## src/rtl/key_scan_pkg.sv

```systemverilog
// Shared types and constants for the 4x4 keypad scanner (key_scan, key_matrix_sampler).
package key_scan_pkg;
   localparam int KS_NUM_COLS = 4;
   localparam int KS_NUM_ROWS = 4;
   localparam int KS_CODE_W   = 4;

   typedef enum logic [1:0] {
      ST_IDLE,
      ST_DEBOUNCE,
      ST_PRESSED,
      ST_RELEASE
   } ks_state_t;

   typedef enum logic [1:0] {
      FC_NONE,
      FC_SINGLE,
      FC_MULTI
   } ks_class_t;
endpackage

```

## src/rtl/key_matrix_sampler.sv

```systemverilog
// Column drive, end-of-column row sampling and whole-frame closure classification.
// frame_done is a combinational strobe on the last cycle of column 3, qualifying class/code.
module key_matrix_sampler
   import key_scan_pkg::*;
#(
   parameter int SCAN_DIV = 4096
) (
   input  logic                   scanclk,
   input  logic                   reset,
   input  logic [KS_NUM_ROWS-1:0] row_in,
   output logic [KS_NUM_COLS-1:0] col_out,
   output logic                   frame_done,
   output logic [1:0]             frame_class,
   output logic [KS_CODE_W-1:0]   frame_code
);
   localparam int DIV_W = $clog2(SCAN_DIV);
   localparam logic [DIV_W-1:0] DIV_LAST = DIV_W'(SCAN_DIV - 1);
   localparam int NUM_KEYS = KS_NUM_COLS * KS_NUM_ROWS;

   logic [DIV_W-1:0]               div;
   logic [1:0]                     col_idx;
   logic [NUM_KEYS-KS_NUM_ROWS-1:0] closed;
   logic                           div_last;
   logic [NUM_KEYS-1:0]            hits;
   logic [1:0]                     n_hit;

   assign div_last   = (div == DIV_LAST);
   assign frame_done = div_last && (col_idx == 2'(KS_NUM_COLS - 1));

   always_ff @(posedge scanclk or posedge reset) begin
      if (reset) begin
         div     <= '0;
         col_idx <= '0;
         col_out <= 4'b1110;
         closed  <= '0;
      end else if (div_last) begin
         div     <= '0;
         col_idx <= col_idx + 2'd1;
         col_out <= {col_out[KS_NUM_COLS-2:0], col_out[KS_NUM_COLS-1]};
         // Column 3 is never stored: its rows are classified live at frame end.
         if (col_idx != 2'(KS_NUM_COLS - 1))
            closed[{col_idx, 2'b00} +: KS_NUM_ROWS] <= ~row_in;
      end else begin
         div <= div + 1'b1;
      end
   end

   // Bit index col*4+row equals the key code, so the last hit found is the single key.
   always_comb begin
      hits        = {~row_in, closed};
      n_hit       = 2'd0;
      frame_code  = '0;
      frame_class = FC_NONE;
      for (int i = 0; i < NUM_KEYS; i++) begin
         if (hits[i]) begin
            frame_code = KS_CODE_W'(i);
            if (n_hit != 2'd2)
               n_hit = n_hit + 2'd1;
         end
      end
      case (n_hit)
         2'd0:    frame_class = FC_NONE;
         2'd1:    frame_class = FC_SINGLE;
         default: frame_class = FC_MULTI;
      endcase
   end
endmodule

```

## src/rtl/key_scan.sv

```systemverilog
// 4x4 keypad scanner: frame-level debounce FSM and sticky valid/ack key-event handshake.
// Optional auto-repeat while held is enabled by defining KEY_SCAN_REPEAT_EN.
module key_scan
   import key_scan_pkg::*;
#(
   parameter int SCAN_DIV        = 4096,
   parameter int DEBOUNCE_FRAMES = 3,
   parameter int REPEAT_DELAY    = 40,
   parameter int REPEAT_RATE     = 10
) (
   input  logic                   scanclk,
   input  logic                   reset,
   input  logic [KS_NUM_ROWS-1:0] row_in,
   output logic [KS_NUM_COLS-1:0] col_out,
   output logic                   key_valid,
   output logic [KS_CODE_W-1:0]   key_code,
   output logic                   key_held,
   output logic                   key_overrun,
   input  logic                   key_ack
);
   localparam int CNT_W = $clog2(DEBOUNCE_FRAMES + 1);
   localparam logic [CNT_W-1:0] CNT_ONE = CNT_W'(1);

   if (SCAN_DIV < 2 || DEBOUNCE_FRAMES < 1 || REPEAT_DELAY < 1 || REPEAT_RATE < 1) begin : g_param_check
      $error("key_scan: parameter out of range");
   end

   logic                 frame_done;
   logic [1:0]           frame_class;
   logic [KS_CODE_W-1:0] frame_code;
   ks_state_t            state, state_n;
   logic [CNT_W-1:0]     cnt, cnt_n, cnt_inc;
   logic [KS_CODE_W-1:0] cand, cand_n;
   logic                 cnt_done, press_evt, rpt_evt, key_evt, held_n;

   key_matrix_sampler #(.SCAN_DIV(SCAN_DIV)) u_sampler (
      .scanclk     (scanclk),
      .reset       (reset),
      .row_in      (row_in),
      .col_out     (col_out),
      .frame_done  (frame_done),
      .frame_class (frame_class),
      .frame_code  (frame_code)
   );

   assign cnt_inc  = (int'(cnt) >= DEBOUNCE_FRAMES) ? cnt : cnt + 1'b1;
   assign cnt_done = (int'(cnt) + 1) >= DEBOUNCE_FRAMES;

   always_comb begin
      state_n   = state;
      cnt_n     = cnt;
      cand_n    = cand;
      press_evt = 1'b0;
      if (frame_done) begin
         case (state)
            ST_IDLE: begin
               if (frame_class == FC_SINGLE) begin
                  cand_n = frame_code;
                  if (DEBOUNCE_FRAMES <= 1) begin
                     state_n   = ST_PRESSED;
                     cnt_n     = '0;
                     press_evt = 1'b1;
                  end else begin
                     state_n = ST_DEBOUNCE;
                     cnt_n   = CNT_ONE;
                  end
               end
            end
            ST_DEBOUNCE: begin
               if (frame_class == FC_SINGLE && frame_code == cand) begin
                  cnt_n = cnt_inc;
                  if (cnt_done) begin
                     state_n   = ST_PRESSED;
                     cnt_n     = '0;
                     press_evt = 1'b1;
                  end
               end else begin
                  state_n = ST_IDLE;
                  cnt_n   = '0;
               end
            end
            ST_PRESSED: begin
               if (frame_class == FC_NONE) begin
                  state_n = (DEBOUNCE_FRAMES <= 1) ? ST_IDLE : ST_RELEASE;
                  cnt_n   = (DEBOUNCE_FRAMES <= 1) ? '0 : CNT_ONE;
               end
            end
            default: begin
               if (frame_class == FC_NONE) begin
                  cnt_n = cnt_inc;
                  if (cnt_done) begin
                     state_n = ST_IDLE;
                     cnt_n   = '0;
                  end
               end else begin
                  // Bounce back to held without a new event.
                  state_n = ST_PRESSED;
                  cnt_n   = '0;
               end
            end
         endcase
      end
   end

   assign held_n  = (state_n == ST_PRESSED) || (state_n == ST_RELEASE);
   assign key_evt = press_evt || rpt_evt;

`ifdef KEY_SCAN_REPEAT_EN
   localparam int HOLD_MAX = (REPEAT_DELAY > REPEAT_RATE) ? REPEAT_DELAY : REPEAT_RATE;
   localparam int HOLD_W   = $clog2(HOLD_MAX + 1);

   logic [HOLD_W-1:0] hold, hold_n;
   logic              rep_phase, rep_phase_n;

   // rep_phase selects the initial delay (0) or the steady repeat period (1).
   always_comb begin
      hold_n      = hold;
      rep_phase_n = rep_phase;
      rpt_evt     = 1'b0;
      if (frame_done) begin
         if (state_n == ST_IDLE || press_evt) begin
            hold_n      = '0;
            rep_phase_n = 1'b0;
         end else if (state == ST_PRESSED || state == ST_RELEASE) begin
            if ((int'(hold) + 1) >= (rep_phase ? REPEAT_RATE : REPEAT_DELAY)) begin
               rpt_evt     = 1'b1;
               hold_n      = '0;
               rep_phase_n = 1'b1;
            end else begin
               hold_n = hold + 1'b1;
            end
         end
      end
   end

   always_ff @(posedge scanclk or posedge reset) begin
      if (reset) begin
         hold      <= '0;
         rep_phase <= 1'b0;
      end else begin
         hold      <= hold_n;
         rep_phase <= rep_phase_n;
      end
   end
`else
   assign rpt_evt = 1'b0;
`endif

   always_ff @(posedge scanclk or posedge reset) begin
      if (reset) begin
         state    <= ST_IDLE;
         cnt      <= '0;
         cand     <= '0;
         key_held <= 1'b0;
      end else begin
         state    <= state_n;
         cnt      <= cnt_n;
         cand     <= cand_n;
         key_held <= held_n;
      end
   end

   // An event in the same cycle as an ack wins, and the ack cancels the overrun.
   always_ff @(posedge scanclk or posedge reset) begin
      if (reset) begin
         key_valid   <= 1'b0;
         key_code    <= '0;
         key_overrun <= 1'b0;
      end else if (key_evt) begin
         key_valid   <= 1'b1;
         key_code    <= cand_n;
         key_overrun <= !key_ack && (key_valid || key_overrun);
      end else if (key_ack) begin
         key_valid   <= 1'b0;
         key_overrun <= 1'b0;
      end
   end
endmodule

```

## config.mk

```make
export PLATFORM = sky130hd
export DESIGN_NAME = key_scan
export DESIGN_NICKNAME = d
export VERILOG_FILES = /design/src/rtl/key_scan_pkg.sv /design/src/rtl/key_matrix_sampler.sv /design/src/rtl/key_scan.sv
export SDC_FILE = /design/constraint.sdc
export NUM_CORES = 1
export LEC_CHECK = 0
export BUFFER_PORTS_ARGS = -buffer_cell sky130_fd_sc_hd__buf_2
export CAP_MARGIN = 20
export CORE_MARGIN = 1
export CORE_UTILIZATION = 50
export DETAILED_ROUTE_END_ITERATION = 7
export PLACE_DENSITY = 0.67
export SETUP_SLACK_MARGIN = 0.3
export SYNTH_ARGS = -nofsm -noshare
export SYNTH_HDL_FRONTEND = slang
export SYNTH_SLANG_ARGS = --single-unit
export TNS_END_PERCENT = 100
```

## constraint.sdc

```tcl
create_clock -name scanclk -period 10.77 [get_ports scanclk]
set_input_delay 1.6155 -clock scanclk [delete_from_list [all_inputs] [get_ports scanclk]]
set_output_delay 1.6155 -clock scanclk [all_outputs]
set_load 0.01 [all_outputs]
```

==> summary.txt <==
Clock network
  • H-tree depth: 2
  • Root buffer cell: clkbuf_8
  • Number of setup buffers added after CTS: 0
  • Post-cts hold buffer count: 0
  • CTS Sinks: 45
  • Worst-case clock buffer depth: 2
  • CTS tree: built
  • Total CTS buffers: 5
  • CTS clock-pin slew for the worst setup and hold paths: 0.08 ns
  • CTS resizes: 0
  • Clock Latency Late Sink: 0.29 ns

Critical path
  • CP Launch Type: register
  • CP top delay family: compound AO/OA/AOI/OAI gates
  • R2r setup slk: 3.69 ns
  • Slowest stage delay, CP: 0.61 ns
  • WS Path Type: register to register
  • WP data arrival: 7.25 ns
  • Critical path peak fanout: 9
  • Worst Path Buf+Inv: 1
  • Cell breakdown of the critical path: inv_1 -> ha_1 -> or4b_4 -> o22a_4 -> and3_1 -> or4_1 -> o211ai_2 -> a31o_1 -> a32oi_1 -> o2111ai_1 -> o31ai_4 -> xnor2_1 -> a2111o_1 -> a211oi_2 -> o31ai_4 -> or4_1 -> nand4_1 -> or2_2 -> ha_1 -> nand2_1 -> o311ai_2 -> nor3_4 -> mux2_1
  • Slowest CP cell: or4b_4
  • WP data required: 10.94 ns
  • CP Capture Type: register

Yosys
  • Area leader, netlist: dfrtp_1
  • Yosys top cell area share: 0.248
  • Yosys cell types: 90
  • Syn_nets: 516
  • Synth Register Bits: 45
  • Synth area leaders: dfrtp_1 25%, nand2_1 5.2%, nor2_1 3.4%
  • Number of synthesized flops with an enable pin: 0
  • Ys async rst share: 1.00
  • Synthesized area: 4240 µm²
  • Cells after Synth: 498
  • Register area share after synthesis: 0.267
  • Mapped Avg Cell Area: 8.51 µm²
  • Primary FF master, synth: dfrtp_1
  • YS warnings: 0

Power
  • Max IR drop VDD: 84.0 µV
  • Sequential power share: 0.595
  • Sw Share: 0.235
  • Power density over cell area: 65.5 nW/µm²
  • Gate power share: 0.062
  • Leak Pwr: 0.00195 µW
  • Switching pwr: 68.3 µW
  • Clock network power share: 0.342
  • P_int: 223 µW

Timing
  • Slew Viols, Final: 0
  • Final setup fails: 0
  • Achievable Freq: 141 MHz
  • Setup_tns: 0 ns
  • RSZ-0062 raised after global routing: false
  • Hold Fails Final Rpt: 0
  • Worst Skew: 0.00553 ns
  • Worst rel slew slack: 0.550
  • Final worst path period share: 0.657
  • Min Tclk post-route: 7.08 ns
  • Slew @ Worst Pin: 0.675 ns

Floorplan
  • IO Count: 18
  • Row count: 33
  • CORE AREA: 8220 µm²
  • Die Height: 94.1 µm
  • Starting Density: 0.516
  • Die ar.: 8850 µm²
  • Die width: 94.1 µm

Layout
  • Multi-input combinational cell area: 2900 µm²
  • Seq. cell area: 1130 µm²
  • Layout cell share with drive strength beyond 1: 0.158
  • # fillers: 771
  • Final Util: 0.541
  • Inserted Diodes: 0
  • Nets: 518
  • Layout area overhead: 4.84%

Run
  • Max-cap violation count: 0

GRT
  • Busiest grt layer: met2
  • Vias in the first global route: 3,493
  • Total GRT Usage: 0.222
  • Largest net degree at the start of global routing: 46
  • Total gr overflow: 0
  • Met3 Usage GRT: 0.0202
  • Initial antenna violation count: 0
  • M2 GR Usage: 0.369
  • First-pass GRT wire length: 16.1 mm
  • Grt met1 use: 0.314

Route
  • Drt pass-1 iters: 4
  • DRT iter0 DRCs: 215
  • Detailed-route DRC error count: 0
  • Via count: 3,787
  • Routed WL: 9.34 mm
  • Antenna Violating Nets Remaining: 0
  • Via density: 6.25
  • Wirelength per Cell: 15.4 µm

Placed design
  • Gpl congestion: 0.858
  • HPWL after detailed placement: 6.97 mm
  • I/O Buffers: 17

Outcome
  • Status: completed

Min path
  • HP Class: register to register
-- path summary, 6_finish.rpt --
check                                     from          endpoint  cells past startpoint
min in group asynchronous                reset  u_sampler.div[7]                      3
min reg2reg                   u_sampler.div[8]  u_sampler.div[8]                      1
max reg2reg                u_sampler.closed[1]       key_code[2]                     23
max in group asynchronous                reset            cnt[0]                      3
max                        u_sampler.closed[1]       key_code[2]                     23
min                           u_sampler.div[8]  u_sampler.div[8]                      1
-- area by class of cell --
type / instances / share of cell area
Clock buffer: 7 / 0.0172
Clock inverter: 1 / 0.00169
Inverter: 26 / 0.0220
Multi-Input combinational cell: 403 / 0.653
Sequential cell: 45 / 0.254
Tap cell: 105 / 0.0296
Timing Repair Buffer: 19 / 0.0225
-- placed cells by master (no fill, tap or decap), types with 4 or more instances in the layout --
cell type,n
dfrtp_1,42
o21a_1,4
xnor2_1,13
o22ai_1,4
ha_1,11
nand3_1,18
nor2_1,38
or4_1,5
nand4_1,4
and2_1,6
or3_1,4
o31ai_1,18
o211ai_2,4
a31o_2,5
mux2_1,8
nor3_1,21
clkbuf_8,5
inv_1,24
nand2_1,59
o211ai_1,6
o21ai_0,16
a21oi_1,18
buf_2,17
a31oi_1,7
a21o_1,7
and3_1,9
xor2_1,10
mux2_2,4
a211o_1,8
o2111ai_1,4
nor4_1,5
-- sequential cells by signal, summed over array words and instances, names as in the netlist --
| name | cells |
|---|---|
| key_overrun | 1 |
| u_sampler.col_out | 4 |
| key_code | 4 |
| u_sampler.col_idx | 2 |
| u_sampler.closed | 12 |
| cand | 4 |
| state | 2 |
| u_sampler.div | 12 |
| key_held | 1 |
| cnt | 2 |
| key_valid | 1 |
-- power by group through the flow --
stage	Clock (µW)	Combinational, µW	Sequential [µW]
after detailed placement	0	18.5	177
after CTS	104	18.5	173
after global placement	0	18.1	177
final	99.6	18.1	173
after global routing	109	20.9	174
after floorplan	0	13.8	176
-- cell families after synthesis --
family | after synthesis | synth area share
AND/OR/NAND/NOR | 188 | 0.223
AO/OA/AOI/OAI | 161 | 0.320
buffers and inverters | 50 | 0.0490
flip-flops | 45 | 0.267
XOR/XNOR | 26 | 0.0591
multiplexers | 17 | 0.0496
adder cells (fa/ha/maj) | 11 | 0.0325
-- layer usage --
layer / vias up / share of wire
met2: 97 / 0.46
met1: 1795 / 0.49
li1: 1885 / -
met3: 10 / 0.037
met4: 0 / 0.011
met5: - / 0
-- synth_stat cells (all sizes together), types with 3 or more instances --
cell type	n
o2111ai	5
a31o	6
o21a	4
a211oi	4
o22ai	4
or3	4
a211o	8
or2	4
mux2i	3
mux2	12
buf	7
nor4	7
a21oi	21
xnor2	15
ha	11
a21boi	3
o32ai	3
o21ai	19
o31ai	21
o311ai	3
inv	25
dfrtp	42
a21o	7
o211a	5
a31oi	10
a32oi	4
nand2	59
and2	6
dfstp	3
nand4	4
nand3	18
o211ai	10
nor2	39
nor3	23
xor2	11
clkbuf	17
and3	9
or4	5
-- per-stage QoR --
stage               instance area, µm²  setup WS, ns  hold slack, ns  total power (µW)  cells
floorplan                         4240          4.39           0.438               190    498
global route                      4440          3.37           0.488               303    606
CTS                               4430          3.46           0.476               296    605
finish                            4440          3.69           0.477               291    606
detailed placement                4350          3.49           0.460               195    597
global placement                  4350          3.73           0.454               195    597
Power figures use the tool's default switching activity.
